[src/rtl/voice_change_frame_player.sv]
// Plays a resampled frame out of the resampler RAM, one sample per audio tick, with optional edge fades.
// Latency: 3 clk from sample_tick to audio_valid. No backpressure: the tick source paces everything.
module voice_change_frame_player #(
    parameter int DATA_WIDTH = 16,
    parameter int ADDR_WIDTH = 10,
    parameter int FADE_SHIFT = 4
) (
    input  logic                  clk,
    input  logic                  rst_n,
    input  logic                  sample_tick,
    input  logic                  frame_done,
    input  logic [ADDR_WIDTH-1:0] frame_last,
    input  logic                  fade_en,
    output logic [ADDR_WIDTH-1:0] rd_addr,
    input  logic [DATA_WIDTH-1:0] rd_data,
    output logic [DATA_WIDTH-1:0] audio_out,
    output logic                  audio_valid,
    output logic                  frame_req,
    output logic                  underrun,
    output logic                  overrun
);

    localparam int PW = DATA_WIDTH + FADE_SHIFT + 1;
    localparam logic [FADE_SHIFT:0]   G_UNITY = {1'b1, {FADE_SHIFT{1'b0}}};
    localparam logic [ADDR_WIDTH-1:0] A_UNITY = ADDR_WIDTH'(G_UNITY);

    typedef enum logic {IDLE, PLAY} state_t;

    state_t                state_q, state_d;
    logic [ADDR_WIDTH-1:0] idx_q, idx_d, last_q, last_d, rd_addr_d;
    logic [ADDR_WIDTH-1:0] cur_idx, cur_last, rem, near;
    logic                  pending_q, pending_d, fd_q, rise, start, play_tick;
    logic                  frame_req_d, underrun_d, v_d, v1_q, v2_q;
    logic [FADE_SHIFT:0]   gain, g_d, g1_q, g2_q;
    logic signed [PW-1:0]  data_ext, gain_ext, prod;
    logic [FADE_SHIFT:0]   prod_unused;

    assign rise = frame_done & ~fd_q;

    // Fade gain: distance to the nearer frame edge, saturated at unity.
    always_comb begin
        rem  = cur_last - cur_idx;
        near = (cur_idx < rem) ? cur_idx : rem;
        if (!fade_en || near >= A_UNITY)
            gain = G_UNITY;
        else
            gain = near[FADE_SHIFT:0];
    end

    always_comb begin
        state_d     = state_q;
        idx_d       = idx_q;
        last_d      = last_q;
        rd_addr_d   = rd_addr;
        cur_idx     = idx_q;
        cur_last    = last_q;
        start       = 1'b0;
        play_tick   = 1'b0;
        frame_req_d = 1'b0;
        underrun_d  = 1'b0;
        v_d         = 1'b0;
        g_d         = '0;
        if (sample_tick) begin
            v_d = 1'b1;
            if (state_q == IDLE) begin
                if (pending_q) begin
                    start     = 1'b1;
                    play_tick = 1'b1;
                    cur_idx   = '0;
                    cur_last  = frame_last;
                end else begin
                    underrun_d = 1'b1;
                end
            end else begin
                play_tick = 1'b1;
            end
            if (play_tick) begin
                rd_addr_d = cur_idx;
                g_d       = gain;
                if (cur_idx == cur_last) begin
                    frame_req_d = 1'b1;
                    // A frame queued behind this one starts back-to-back.
                    if (pending_q && !start) begin
                        start   = 1'b1;
                        idx_d   = '0;
                        last_d  = frame_last;
                        state_d = PLAY;
                    end else begin
                        state_d = IDLE;
                    end
                end else begin
                    idx_d   = cur_idx + 1'b1;
                    last_d  = cur_last;
                    state_d = PLAY;
                end
            end
        end
        pending_d = rise | (pending_q & ~start);
    end

    assign data_ext    = {{(FADE_SHIFT+1){rd_data[DATA_WIDTH-1]}}, rd_data};
    assign gain_ext    = {{DATA_WIDTH{1'b0}}, g2_q};
    assign prod        = data_ext * gain_ext;
    assign prod_unused = {prod[PW-1], prod[FADE_SHIFT-1:0]};

    always_ff @(posedge clk or negedge rst_n) begin
        if (!rst_n) begin
            state_q     <= IDLE;
            idx_q       <= '0;
            last_q      <= '0;
            pending_q   <= 1'b0;
            fd_q        <= 1'b0;
            rd_addr     <= '0;
            v1_q        <= 1'b0;
            v2_q        <= 1'b0;
            g1_q        <= '0;
            g2_q        <= '0;
            audio_out   <= '0;
            audio_valid <= 1'b0;
            frame_req   <= 1'b0;
            underrun    <= 1'b0;
            overrun     <= 1'b0;
        end else begin
            state_q     <= state_d;
            idx_q       <= idx_d;
            last_q      <= last_d;
            pending_q   <= pending_d;
            fd_q        <= frame_done;
            rd_addr     <= rd_addr_d;
            v1_q        <= v_d;
            g1_q        <= g_d;
            v2_q        <= v1_q;
            g2_q        <= g1_q;
            audio_valid <= v2_q;
            if (v2_q)
                audio_out <= prod[FADE_SHIFT +: DATA_WIDTH];
            frame_req   <= frame_req_d;
            underrun    <= underrun_d;
            overrun     <= overrun | (rise & pending_q);
        end
    end

endmodule

[config.mk]
export PLATFORM = sky130hd
export DESIGN_NAME = voice_change_frame_player
export DESIGN_NICKNAME = d
export VERILOG_FILES = /design/src/rtl/voice_change_frame_player.sv
export SDC_FILE = /design/constraint.sdc
export NUM_CORES = 1
export LEC_CHECK = 0
export BUFFER_PORTS_ARGS = -buffer_cell sky130_fd_sc_hd__buf_2
export CAP_MARGIN = 10
export CORE_MARGIN = 2
export CORE_UTILIZATION = 40
export DETAILED_ROUTE_END_ITERATION = 10
export PLACE_DENSITY = 0.58
export SETUP_SLACK_MARGIN = 0.1
export SYNTH_ARGS = -nofsm -noshare
export SYNTH_HDL_FRONTEND = slang
export SYNTH_SLANG_ARGS = --single-unit
export TNS_END_PERCENT = 5
[constraint.sdc]
create_clock -name clk -period 5.7 [get_ports clk]
set_input_delay 1.14 -clock clk [delete_from_list [all_inputs] [get_ports clk]]
set_output_delay 1.14 -clock clk [all_outputs]
set_load 0.01 [all_outputs]
Word-level counts from Yosys, hierarchy flattened
Cells that the tools add are included.
{ "op_classes": {"n_reduce_logical": 6, "n_lt_le_gt_ge": 2, "addsub": 2, "bitwise_logic": 7, "multipliers": 1, "mux": 34, "n_eq_ne": 2} }
{ "ops": {"columns": ["cell", "n"], "rows": [
  ["$mux 10", 13],
  ["$mul 16x6->20", 1],
  ["$mux 1", 18],
  ["$mux 5", 3],
  ["$add 10x1->10 const B", 1],
  ["$eq 10x10->1", 1],
  ["$ge 10x5->1 const B", 1],
  ["$lt 10x10->1", 1],
  ["$sub 10x10->10", 1],
  ["$and 1x1->1", 3],
  ["$reduce_and 3->1", 1],
  ["$logic_not 1->1", 2],
  ["$ne 2x1->1 const B", 1],
  ["$not 1->1", 2],
  ["$or 1x1->1", 2],
  ["$reduce_and 2->1", 1],
  ["$logic_and 1x1->1", 1],
  ["$logic_or 1x1->1", 1]
]} }
{ "word_totals": {"out_inout_bits": 30, "inputBits": 31, "elab_cells": 69, "reg_bits": 65} }

Longest topological paths before layout
{ "logic_depth": {"depth_word": 12, "mapped_depth": 23, "ltp_nobuf": 19} }

Worst setup path before layout
OpenSTA, ideal clock, no wires.
{ "synth_timing": {"path_type": "input port to flip-flop", "start": "input sample_tick", "end": "register g1_q[3]", "slack_ns": 0.434, "setup_ns": 0.151, "arrival_time_ns": 5.115, "cell_stages": 22, "n_path_buf": 3, "t_required_ns": 5.549, "cell_sequence": "buf_2 > and3b_1 > buf_1 > mux2i_1 > inv_1 > ha_1 > nand3b_1 > nand2_1 > a311oi_2 > o311ai_1 > a21oi_1 > xor2_2 > ha_1 > and4_1 > nand2_1 > inv_1 > a32oi_1 > o21ai_1 > or2_0 > buf_2 > a41oi_4 > nor4_1"} }
{ "synth_between": {"elab_chain_len": 9, "word_cells_on_any_way": 10, "cone_classes": "add/sub (1); order compare (2); mux (6); reduce/logical (1)"} }
{ "synth_lines": {"columns": ["element", "line", "text"], "rows": [
  ["from (decl)", "10", "input logic sample_tick,"],
  ["$mux 10", "63", "if (sample_tick) begin"],
  ["$sub 10x10->10", "42", "rem = cur_last - cur_idx;"],
  ["$lt 10x10->1", "43", "near = (cur_idx < rem) ? cur_idx : rem;"],
  ["$mux 10", "43", null],
  ["$ge 10x5->1", "44", "if (!fade_en || near >= A_UNITY)"],
  ["$logic_or 1x1->1", "44", null],
  ["$mux 5", "44", null],
  ["$mux 5", "77", "if (play_tick) begin"],
  ["$mux 5 *", "63", null],
  ["net g_d[3]", "34", "logic [FADE_SHIFT:0] gain, g_d, g1_q, g2_q;"],
  ["to (signal assigned)", "131", "g1_q <= g_d;"],
  ["to (decl)", "34", null]
]} }
The timed path passes the listed nets; every way through them passes the cells marked *.
A chain may end at the register's enable or synchronous reset.

Worst setup path in the final report
{ "layout_timing": {"start": "input sample_tick", "end": "register g1_q[4]"} }
Same word-level chain as after synthesis.

==> results.txt <==
Avg WL per Cell - 15.69 um
design area - 6810 sq um
vias in the first global route - 4,854
largest net degree at the start of global routing - 66
RD Place Congestion - 0.9130
VDD IR-drop max - 0.2224 mV
ANT cells - 0
Worst Setup Path Type - in -> reg
Mean Syn Cell Area - 9.530 sq um
clk buf depth - 2
post-synthesis cell count - 634
num ports - 61
CTS tree - yes
TritonCTS Buffers - 9
setup violators final - 0
CTS Sinks - 65
EDFF count, synth - 0
Starting Density - 41.26%
pwr dens - 316.0 nW/um^2
antenna viol nets, final - 0
Final Hold Vio Count - 0
drt pass-1 iters - 4
Final min period - 5147 ps
setup TNS - 0 ps
FMAX - 194.3 MHz
worst-skew pair later-pin latency - 330 ps
Via density - 5.423
slowest CP cell - fa_1
drt initial violations - 216
Crit Reg-Reg Startpoint - g2_q[2]$_DFF_PN0_
dpl hpwl - 10,960 um
crit end category - flop
clock transition at the registers of the reported paths - 60 ps
RSZ-0062 raised after global routing - false
Final Non-Filler Cells - 878
CP Data Arrival Time - 5410 ps
CP delay by family, top - compound AO/OA/AOI/OAI gates
die height - 126.9 um
critical path, cell by cell - buf_2 -> and3b_1 -> buf_4 -> a21oi_1 -> ha_1 -> fa_1 -> nor2b_1 -> a2bb2oi_1 -> o211ai_2 -> a31o_1 -> a311oi_2 -> ha_1 -> and4_1 -> nand2_1 -> inv_1 -> a32oi_1 -> o21ai_1 -> or2_1 -> a41oi_4 -> nor2b_1
final wirelength - 13,780 um
first-pass GRT wire length - 23,700 um
Worst Hold Class - reg -> reg
Top FF cell, synth - dfrtp_1
Yosys warnings - 0
beginning of the worst hold path - g1_q[2]$_DFF_PN0_
port bufs - 60
Total GRT Usage - 18.07%
synthesized flop and latch total - 65
die area - 16,100 sq um
initial antenna violation count - 0
Area after DPL - 6528 sq um
WP buf/inv - 3
DRC - 0
status - finished clean
register area share after synthesis - 26.92%
grt ovf - 0
final period utilization - 90.30%
row cnt - 44
core area - 14,640 sq um
Chip Width - 126.9 um
synthesized cell area - 6042 sq um
layout cells sized above 1 - 16.14%
vias - 4,761
Startpoint Class - input pin
max-cap violation count - 0
post-synth cell types - 74
DP Cell Count - 863
leakage - 0.003488 uW
asr flop ratio synth - 100.0%
total power - 2152 uW
Slew Limit Fails - 0
syn_nets - 761
Crit Path Max Fanout - 8
Worst Tran Pin Value - 810.1 ps
Critical Path RT - 5960 ps
Worst setup startpoint - sample_tick
Syn-to-layout area delta - 12.71%
Crit path largest cell delay - 420 ps
clk root buf - clkbuf_16
Slew HR - 46.00%
htree depth - 3
fin nets - 817
clk_skew - 8.963 ps
## path summary, 6_finish.rpt
check | to | slack (ps) | depth (start not counted)
min in group asynchronous | last_q[8]$_DFFE_PN0P_ | 960 | 2
worst min-delay path | g2_q[2]$_DFF_PN0_ | 350 | 0
max in group asynchronous | audio_out[0]$_DFFE_PN0P_ | 4170 | 2
worst max register to register | audio_out[14]$_DFFE_PN0P_ | 860 | 15
worst min register to register | g2_q[2]$_DFF_PN0_ | 350 | 0
worst max-delay path | g1_q[4]$_DFF_PN0_ | 550 | 20
## worst reg2reg max path, cell delays in order, from the launching register on
cell	delay, ps
dfrtp_1	590
and2_1	270
fa_1	530
inv_1	50
fa_1	470
fa_1	570
inv_1	60
ha_1	340
a21oi_1	130
o21ai_0	200
a211o_1	340
a221oi_1	410
o21ai_0	240
o211ai_1	270
nand4_1	120
o311ai_0	140
## per-stage QoR
stage                     utilization [%]  setup slack [ps]  hold slack [ps]
final                               46.51             552.7            346.2
after global placement              44.57             226.7            332.2
after global routing                46.51             199.6            351.0
after detailed placement            44.57             128.0            334.7
after floorplan                         -             434.0            331.2
after CTS                           46.51             433.4            347.6
## cells in the final DEF, fill, tap and decap left out, drive strengths merged, types with 5 or more instances in the layout
cell	netlist	layout
dfrtp	65	65
a21oi	27	27
mux2	18	18
buf	8	68
inv	58	58
ha	49	49
nand4	5	5
xor2	12	12
fa	47	47
nor3	10	10
a21o	7	7
nor2	19	19
clkbuf	15	13
nor2b	8	8
nand2	85	85
o21ai	34	34
o31ai	8	8
and2	52	52
xnor2	14	14
a32o	8	8
## flip-flops by register name (all words and copies together) (netlist names)
register     flops
g2_q             5
audio_out       16
g1_q             5
idx_q           10
pending_q        1
fd_q             1
underrun         1
frame_req        1
state_q          1
last_q          10
v1_q             1
audio_valid      1
rd_addr         10
v2_q             1
overrun          1
## Yosys cell counts (7+ instances only)
master    count  area [sq um]
a21o_1        7         52.55
a21oi_1      26         130.1
a32o_1        8         80.08
and2_1       52         325.3
clkbuf_1     14         52.55
dfrtp_1      65          1627
fa_1         47         940.9
ha_1         49         613.1
inv_1        58         217.7
mux2_2       18         202.7
nand2_1      85         319.1
nor2_1       19         71.32
nor2b_1       8         50.05
nor3_1       10         50.05
o21ai_0      31         155.2
o31ai_1       8         60.06
xnor2_1      14         122.6
xor2_1       11         96.34
## final cells by class
class | count | area (sq um)
fill | 1435 | 7834
tap | 184 | 230.2
multi-input combinational | 487 | 4089
clock inverter | 2 | 12.51
timing repair buffer | 68 | 360.3
sequential | 65 | 1627
inverter | 59 | 221.5
clock buffer | 13 | 270.3
## per-layer routing
layer / track usage, % / vias to the layer above / share of wire, %
met5: 0 / - / 0
met4: 5.495 / 0 / 1.8
met3: 2.320 / 18 / 3.5
met2: 30.30 / 118 / 49
met1: 24.53 / 2333 / 46
li1: - / 2292 / -
## cells by family after synthesis
family | synth area share [%]
flip-flops | 26.92
XOR/XNOR | 3.893
adder cells (fa/ha/maj) | 25.89
AO/OA/AOI/OAI | 14.79
AND/OR/NAND/NOR | 18.89
multiplexers | 4.224
buffers and inverters | 5.405
## what timing repair did
action | CTS | global route
setup buffers | 0 | 0
endpoints found under the setup margin | 0 | 3
gates resized for setup | 0 | 1
hold buffers | 0 | 0
## where the power goes
| part | switching [uW] | total [uW] | internal [uW] |
|---|---|---|---|
| Combinational | 558 | 985 | 427 |
| Sequential | 99.6 | 649 | 550 |
| Clock | 191 | 518 | 327 |
| Total | 849 | 2150 | 1300 |
(Power assumes the default switching activity.)
